File: src/rtl/v_cfg_unit_if.sv
// Config-issue and write-back handshake bundle between the scalar core and v_cfg_unit.
interface v_cfg_unit_if #(
  parameter int unsigned XLEN = 32
);
  logic            cfg_valid;
  logic            cfg_ready;
  logic [31:0]     instr;
  logic [XLEN-1:0] rs1_data;
  logic [XLEN-1:0] rs2_data;
  logic            wb_valid;
  logic            wb_ready;
  logic [4:0]      wb_rd;
  logic [XLEN-1:0] wb_data;

  modport master (
    output cfg_valid, instr, rs1_data, rs2_data, wb_ready,
    input  cfg_ready, wb_valid, wb_rd, wb_data
  );

  modport slave (
    input  cfg_valid, instr, rs1_data, rs2_data, wb_ready,
    output cfg_ready, wb_valid, wb_rd, wb_data
  );
endinterface

File: src/rtl/v_cfg_unit.sv
// RVV configuration unit: executes vsetvli/vsetivli/vsetvl, holds vl/vtype and
// returns the new vl through a valid/ready write-back.
module v_cfg_unit #(
  parameter  int unsigned VLEN = 128,
  parameter  int unsigned ELEN = 32,
  parameter  int unsigned XLEN = 32,
  localparam int unsigned VLW  = $clog2(VLEN) + 1
) (
  input  logic            clk,
  input  logic            nrst,
  v_cfg_unit_if.slave     cfg,
  output logic [VLW-1:0]  vl,
  output logic [2:0]      vsew,
  output logic [2:0]      vlmul,
  output logic            vta,
  output logic            vma,
  output logic            vill
);

  localparam int unsigned LOG_VLEN = $clog2(VLEN);
  localparam int unsigned LOG_ELEN = $clog2(ELEN);
  localparam logic [6:0]  OPC_OPV  = 7'b1010111;

  localparam logic [1:0] S_IDLE = 2'd0;
  localparam logic [1:0] S_EXEC = 2'd1;
  localparam logic [1:0] S_WB   = 2'd2;

  logic [1:0] state_q, state_d;
  logic       cfg_ready_q, cfg_ready_d;
  logic       wb_valid_q, wb_valid_d;
  logic       accept_c, commit_c;

  // Decode
  logic [4:0] rd_c, rs1_c;
  logic       is_vli_c, is_vil_c, is_vl_c, is_cfg_c;
  logic [7:0] vt_c;
  logic       rsv_c;

  always_comb begin
    rd_c     = cfg.instr[11:7];
    rs1_c    = cfg.instr[19:15];
    is_vli_c = ~cfg.instr[31];
    is_vil_c = (cfg.instr[31:30] == 2'b11);
    is_vl_c  = (cfg.instr[31:25] == 7'b1000000);
    is_cfg_c = (cfg.instr[6:0] == OPC_OPV) && (cfg.instr[14:12] == 3'b111) &&
               (is_vli_c || is_vil_c || is_vl_c);
    vt_c     = cfg.instr[27:20];
    rsv_c    = |cfg.instr[30:28];
    if (is_vl_c) begin
      vt_c  = cfg.rs2_data[7:0];
      // The vill position itself is also treated as reserved when written.
      rsv_c = |cfg.rs2_data[XLEN-1:8];
    end else if (is_vil_c) begin
      rsv_c = |cfg.instr[29:28];
    end
  end

  // Legality and VLMAX in the log domain, shifts only
  logic signed [7:0] sew_log_c, lmul_log_c, vlmax_log_c;
  logic [2:0]        vsew_c, vlmul_c;
  logic              ill_c;
  logic [VLW-1:0]    vlmax_c;
  logic [XLEN-1:0]   avl_c;

  always_comb begin
    vsew_c      = vt_c[5:3];
    vlmul_c     = vt_c[2:0];
    sew_log_c   = 8'sd3 + $signed({5'b0, vsew_c});
    lmul_log_c  = $signed({{5{vlmul_c[2]}}, vlmul_c});
    vlmax_log_c = $signed(8'(LOG_VLEN)) + lmul_log_c - sew_log_c;
    ill_c       = rsv_c || vsew_c[2] ||
                  (sew_log_c > $signed(8'(LOG_ELEN))) ||
                  (vlmul_c == 3'b100) ||
                  (vlmul_c[2] && (sew_log_c > $signed(8'(LOG_ELEN)) + lmul_log_c));
    vlmax_c     = ill_c ? '0 : (VLW'(1) << $unsigned(vlmax_log_c));

    if (is_vil_c)          avl_c = XLEN'(rs1_c);
    else if (rs1_c != '0)  avl_c = cfg.rs1_data;
    else if (rd_c != '0)   avl_c = XLEN'(vlmax_c);
    else                   avl_c = XLEN'(vl);
  end

  // FSM next state and registered handshake outputs
  always_comb begin
    state_d  = state_q;
    accept_c = 1'b0;
    commit_c = 1'b0;
    case (state_q)
      S_IDLE: begin
        if (cfg.cfg_valid && cfg_ready_q && is_cfg_c) begin
          accept_c = 1'b1;
          state_d  = S_EXEC;
        end
      end
      S_EXEC: begin
        commit_c = 1'b1;
        state_d  = S_WB;
      end
      S_WB: begin
        if (cfg.wb_ready) state_d = S_IDLE;
      end
      default: state_d = S_IDLE;
    endcase
    cfg_ready_d = (state_d == S_IDLE);
    wb_valid_d  = (state_d == S_WB);
  end

  always_ff @(posedge clk or negedge nrst) begin
    if (!nrst) begin
      state_q     <= S_IDLE;
      cfg_ready_q <= 1'b1;
      wb_valid_q  <= 1'b0;
    end else begin
      state_q     <= state_d;
      cfg_ready_q <= cfg_ready_d;
      wb_valid_q  <= wb_valid_d;
    end
  end

  // Decode results captured at the handshake, consumed in EXEC
  logic [7:0]      pend_vt_q;
  logic            pend_ill_q;
  logic [VLW-1:0]  pend_vlmax_q;
  logic [XLEN-1:0] pend_avl_q;
  logic [4:0]      pend_rd_q;

  always_ff @(posedge clk or negedge nrst) begin
    if (!nrst) begin
      pend_vt_q    <= '0;
      pend_ill_q   <= 1'b0;
      pend_vlmax_q <= '0;
      pend_avl_q   <= '0;
      pend_rd_q    <= '0;
    end else if (accept_c) begin
      pend_vt_q    <= vt_c;
      pend_ill_q   <= ill_c;
      pend_vlmax_q <= vlmax_c;
      pend_avl_q   <= avl_c;
      pend_rd_q    <= rd_c;
    end
  end

  // Full-width compare so AVL above 2^VLW still saturates to VLMAX
  logic [VLW-1:0] new_vl_c;
  always_comb begin
    if (pend_ill_q)                          new_vl_c = '0;
    else if (pend_avl_q < XLEN'(pend_vlmax_q)) new_vl_c = VLW'(pend_avl_q);
    else                                     new_vl_c = pend_vlmax_q;
  end

  logic [VLW-1:0]  vl_q;
  logic [2:0]      vsew_q, vlmul_q;
  logic            vta_q, vma_q, vill_q;
  logic [4:0]      wb_rd_q;
  logic [XLEN-1:0] wb_data_q;

  always_ff @(posedge clk or negedge nrst) begin
    if (!nrst) begin
      vl_q      <= '0;
      vsew_q    <= '0;
      vlmul_q   <= '0;
      vta_q     <= 1'b0;
      vma_q     <= 1'b0;
      vill_q    <= 1'b1;
      wb_rd_q   <= '0;
      wb_data_q <= '0;
    end else if (commit_c) begin
      vl_q      <= new_vl_c;
      vsew_q    <= pend_ill_q ? 3'b000 : pend_vt_q[5:3];
      vlmul_q   <= pend_ill_q ? 3'b000 : pend_vt_q[2:0];
      vta_q     <= pend_ill_q ? 1'b0   : pend_vt_q[6];
      vma_q     <= pend_ill_q ? 1'b0   : pend_vt_q[7];
      vill_q    <= pend_ill_q;
      wb_rd_q   <= pend_rd_q;
      wb_data_q <= XLEN'(new_vl_c);
    end
  end

  assign cfg.cfg_ready = cfg_ready_q;
  assign cfg.wb_valid  = wb_valid_q;
  assign cfg.wb_rd     = wb_rd_q;
  assign cfg.wb_data   = wb_data_q;
  assign vl            = vl_q;
  assign vsew          = vsew_q;
  assign vlmul         = vlmul_q;
  assign vta           = vta_q;
  assign vma           = vma_q;
  assign vill          = vill_q;

endmodule
File: src/flat_wrapper.sv
// flat-port wrapper written by rule: the top's interface ports become plain ports
module v_cfg_unit_flat 
#(
  parameter  int unsigned VLEN = 128,
  parameter  int unsigned ELEN = 32,
  parameter  int unsigned XLEN = 32,
  localparam int unsigned VLW  = $clog2(VLEN) + 1
)
  (clk, nrst, vl, vsew, vlmul, vta, vma, vill, cfg_cfg_valid, cfg_instr, cfg_rs1_data, cfg_rs2_data, cfg_wb_ready, cfg_cfg_ready, cfg_wb_valid, cfg_wb_rd, cfg_wb_data);
  v_cfg_unit_if #(.XLEN(XLEN)) cfg_i ();
  input  logic clk;
  input  logic nrst;
  output logic [VLW-1:0] vl;
  output logic [2:0] vsew;
  output logic [2:0] vlmul;
  output logic vta;
  output logic vma;
  output logic vill;
  input wire logic [$bits(cfg_i.cfg_valid)-1:0] cfg_cfg_valid;
  input wire logic [$bits(cfg_i.instr)-1:0] cfg_instr;
  input wire logic [$bits(cfg_i.rs1_data)-1:0] cfg_rs1_data;
  input wire logic [$bits(cfg_i.rs2_data)-1:0] cfg_rs2_data;
  input wire logic [$bits(cfg_i.wb_ready)-1:0] cfg_wb_ready;
  output wire logic [$bits(cfg_i.cfg_ready)-1:0] cfg_cfg_ready;
  output wire logic [$bits(cfg_i.wb_valid)-1:0] cfg_wb_valid;
  output wire logic [$bits(cfg_i.wb_rd)-1:0] cfg_wb_rd;
  output wire logic [$bits(cfg_i.wb_data)-1:0] cfg_wb_data;
  assign cfg_i.cfg_valid = cfg_cfg_valid;
  assign cfg_i.instr = cfg_instr;
  assign cfg_i.rs1_data = cfg_rs1_data;
  assign cfg_i.rs2_data = cfg_rs2_data;
  assign cfg_i.wb_ready = cfg_wb_ready;
  assign cfg_cfg_ready = cfg_i.cfg_ready;
  assign cfg_wb_valid = cfg_i.wb_valid;
  assign cfg_wb_rd = cfg_i.wb_rd;
  assign cfg_wb_data = cfg_i.wb_data;
  v_cfg_unit #(.VLEN(VLEN), .ELEN(ELEN), .XLEN(XLEN)) u_core (.clk(clk), .nrst(nrst), .cfg(cfg_i), .vl(vl), .vsew(vsew), .vlmul(vlmul), .vta(vta), .vma(vma), .vill(vill));
endmodule
File: config.mk
export PLATFORM = sky130hd
export DESIGN_NAME = v_cfg_unit_flat
export DESIGN_NICKNAME = d
export VERILOG_FILES = /design/src/rtl/v_cfg_unit_if.sv /design/src/rtl/v_cfg_unit.sv /design/src/flat_wrapper.sv
export SDC_FILE = /design/constraint.sdc
export NUM_CORES = 1
export LEC_CHECK = 0
export ABC_AREA = 1
export CORE_MARGIN = 2
export CORE_UTILIZATION = 51
export CTS_CLUSTER_SIZE = 20
export DETAILED_ROUTE_END_ITERATION = 12
export GPL_TIMING_DRIVEN = 0
export PLACE_DENSITY = 0.87
export SLEW_MARGIN = 10
export SYNTH_ARGS = -nofsm -noshare
export SYNTH_HDL_FRONTEND = slang
export SYNTH_SLANG_ARGS = --single-unit
File: constraint.sdc
create_clock -name clk -period 4.1 [get_ports clk]
set_input_delay 1.025 -clock clk [delete_from_list [all_inputs] [get_ports clk]]
set_output_delay 1.025 -clock clk [all_outputs]
set_load 0.02 [all_outputs]
==> impl_results.md <==
- Status: finished clean
- Netlist Area Pre-Place: 0.004821 mm2
- DR pass1 iterations: 5
- Slew Limit Headroom: 32.59%
- Routed Antenna Nets: 0
- Worst Tran Pin Value: 1.002 ns
- Fmax: 256.9 MHz
- GRT Overall Usage: 26.53%
- Port Buffers: 131
- WP data arrival: 4.17 ns
- Vias: 4626
- Pin count of the biggest net entering global routing: 44
- Fill cells: 667
- Clk root buf: clkbuf_8
- Io pins: 156
- Clk_lat worst skew: 0.35 ns
- 1st-iter DRT viols: 363
- Min Tclk post-route: 3.893 ns
- Cts bufs inserted: 9
- Seq/Total Area, Yosys: 41.58%
- Site row count: 35
- Hold path cells: 2
- First-pass GRT wire length: 21330 um
- Synth unique cells: 44
- Final setup fails: 0
- Area Overhead vs Synth: 39.22%
- Routed WL: 13580 um
- Overall Power: 1.840 mW
- Placeable Area: 0.009196 mm2
- Share of cells above drive strength 1: 15.54%
- Vias per cell: 5.354
- Initial Util: 52.42%
- H-tree depth: 3
- Fin. Hold Viols: 0
- Reg-to-reg slack, setup: 1.43 ns
- # hold bufs at CTS: 0
- Fin nets: 865
- CP Class: in -> reg
- Power per cell area: 274.2 mW/mm2
- CP Max Fanout: 10
- Remaining Overflow, GRT: 0
- Synth Warn #: 0
- Layout Utilization: 72.98%
- Final estimated routing congestion in global placement: 0.9423
- Hold wc startpoint: u_core.cfg.wb_rd[3]
- Min-Delay Endpoint: u_core.cfg.wb_rd[3]
- Reg clk slew, reported paths: 0.07 ns
- HPWL after DPL: 10380 um
- Antenna violations before repair: 0
- Static leakage: 3.366 nW
- ANT cells: 0
- Crit share post-route: 94.95%
- Crit end category: flip-flop
- #FFs+latches synth: 80
- Worst path required time: 4.38 ns
- Die Height: 101.2 um
- Max VDD drop: 0.1372 mV
- CP startpoint kind: primary input
- Sink Count: 80
- WL/cell: 15.72 um
- Vias in the first global route: 4587
- Post-Syn Instances: 577
- RR Startpoint: u_core.pend_avl_q[7]
- Max_cap viols: 0
- Worst R2R End: u_core.vl[0]
- Die area: 0.01025 mm2
- Clock tree buffer depth: 2
- RSZ-0062 raised after global routing: false
- Setup Skew: 0.01068 ns
- CTS tree: yes
- HP Class: reg -> reg
- Die Wd: 101.2 um
- Number of remaining DRC errors: 0
- Fin. max-slew vios: 0
- Reg2reg path depth: 8
- Syn avg cell area: 8.355 um2
==> how the worst max path moves through the flow <==
stage,startpoint,endpoint
after CTS,cfg_instr[25],u_core.pend_avl_q[7]
after global placement,nrst,u_core.vl[2]
after global routing,cfg_instr[27],u_core.pend_avl_q[7]
after floorplan,cfg_instr[28],u_core.pend_avl_q[1]
final,cfg_instr[27],u_core.pend_avl_q[7]
after detailed placement,cfg_instr[25],u_core.pend_avl_q[5]
==> final cells by class <==
type                       instances  area (um2)  area share, %
inverter                          72       270.3          4.027
timing repair buffer             138        1380          20.56
clock buffer                      10       127.6          1.902
multi-input combinational        396        2328          34.69
sequential                        80        2004          29.87
tap                              111       138.9          2.069
clock inverter                     5       106.4          1.585
buffer                            52       355.3          5.295
==> through the flow <==
step                      cell area (um2)  hold WS (ns)  instances  setup TNS [ns]  setup slack [ns]
after floorplan                      4907        0.4492        600               0            0.5214
after global placement               6357        0.4565        842          -46.33           -0.5586
after detailed placement             6375        0.4596        843          -5.609           -0.4858
after CTS                            6641        0.4793        862               0           0.01931
after global routing                 6711        0.5043        864               0           0.01267
final                                6711        0.4771        864               0            0.2068
==> cells in the final DEF (no fill, tap or decap), drive strengths merged, types with 2 or more instances in the layout <==
master,instances
a21oi,42
a22o,8
a32o,12
buf,47
bufinv,3
clkbuf,21
clkdlybuf4s50,129
clkinv,2
conb,24
dfrtp,78
dfstp,2
ha,15
inv,71
nand2,140
nand3,40
nand3b,6
nand4,9
nor2,25
nor3,4
nor4,10
o211ai,9
o21ai,35
o21bai,10
==> synth_stat cells <==
library cell,number,area (um2)
nor4_1,10,62.56
nand2_1,115,431.7
clkbuf_1,11,41.29
nor2_4,1,11.26
buf_4,33,247.7
o21ai_0,32,160.2
o211a_1,1,10.01
dfrtp_1,78,1952
nand3_2,5,50.05
nand2_4,9,101.4
dlygate4sd3_1,1,10.01
o21bai_1,10,75.07
o21ai_4,2,32.53
nand3b_1,3,22.52
dfstp_2,2,52.55
inv_1,64,240.2
clkinv_1,1,3.750
nand2_2,16,100.1
nand4_1,9,56.30
a22o_1,8,70.07
conb_1,1,3.750
fa_1,1,20.02
o21ai_1,1,5.000
xor2_1,1,8.760
buf_6,3,33.78
buf_2,2,10.01
inv_2,7,26.28
a21oi_4,1,16.27
nor3_1,4,20.02
buf_1,1,3.750
a32o_1,12,120.1
dlygate4sd1_1,1,8.760
nor2_2,3,18.77
nor3b_1,1,7.510
nand3b_2,3,33.78
a31oi_1,1,6.260
o211ai_1,9,67.56
a21oi_1,41,205.2
ha_1,15,187.7
o21a_1,1,7.510
nand3_1,35,175.2
nor2_1,20,75.07
nor2_8,1,20.02
a2111oi_0,1,8.760
==> per-layer routing <==
metal  vias up  GRT usage (%)  share of wire [%]
li1       2218              -                  -
met1      2151          32.73                 40
met2       217          46.51                 51
met3        40          4.279                6.2
met4         0          10.50                3.2
met5         -              0                  0
==> registers in the layout, indices dropped and copies added, names as in the netlist <==
name                  count
u_core.pend_vlmax_q       8
u_core.cfg.wb_valid       1
u_core.pend_avl_q        32
u_core.cfg.cfg_ready      1
u_core.vta                1
u_core.vsew               3
u_core.cfg.wb_rd          5
u_core.vl                 8
u_core.pend_ill_q         1
u_core.state_q            2
u_core.vma                1
u_core.vlmul              3
u_core.pend_rd_q          5
u_core.vill               1
u_core.pend_vt_q          8
==> report_power, final <==
group	internal, mW	switching (mW)	leakage (nW)	total, mW
Clock	0.403	0.281	0.113	0.684
Sequential	0.797	0.00476	1.01	0.802
Combinational	0.176	0.178	2.25	0.354
Total	1.38	0.464	3.37	1.84
==> critical path: stages <==
cell	delay [ns]
clkdlybuf4s50_1	0.42
inv_1	0.12
nand2_4	0.08
nor2_8	0.14
nand2_4	0.07
buf_6	0.15
o21ai_4	0.19
inv_1	0.09
ha_2	0.23
nor2_4	0.10
inv_1	0.05
ha_1	0.26
nand2_1	0.07
inv_1	0.06
a21oi_2	0.15
nand3b_2	0.13
nand2_2	0.07
nor2_2	0.09
nand3_2	0.13
o21bai_1	0.21
nand2_1	0.10
nand2_1	0.07
nand2_1	0.07
nand2_1	0.07
==> cells by family (layout without fill, tap and decap cells) <==
family / count (synthesis) / count (layout) / share of synthesized area, %
compound gates: 120 / 120 / 16.27
xor+xnor: 1 / 1 / 0.1817
buf+inv: 124 / 277 / 12.98
other cells: 1 / 24 / 0.07779
fa+ha+maj: 16 / 16 / 4.308
flops: 80 / 80 / 41.58
simple gates: 235 / 235 / 24.60
==> repair_timing <==
action,4_1_cts,5_1_grt
pin swaps,4,6
resized for setup,1,9
buffers inserted,4,2
setup endpoints to repair,6,15
Note: power is estimated with default switching activity, not from simulation.
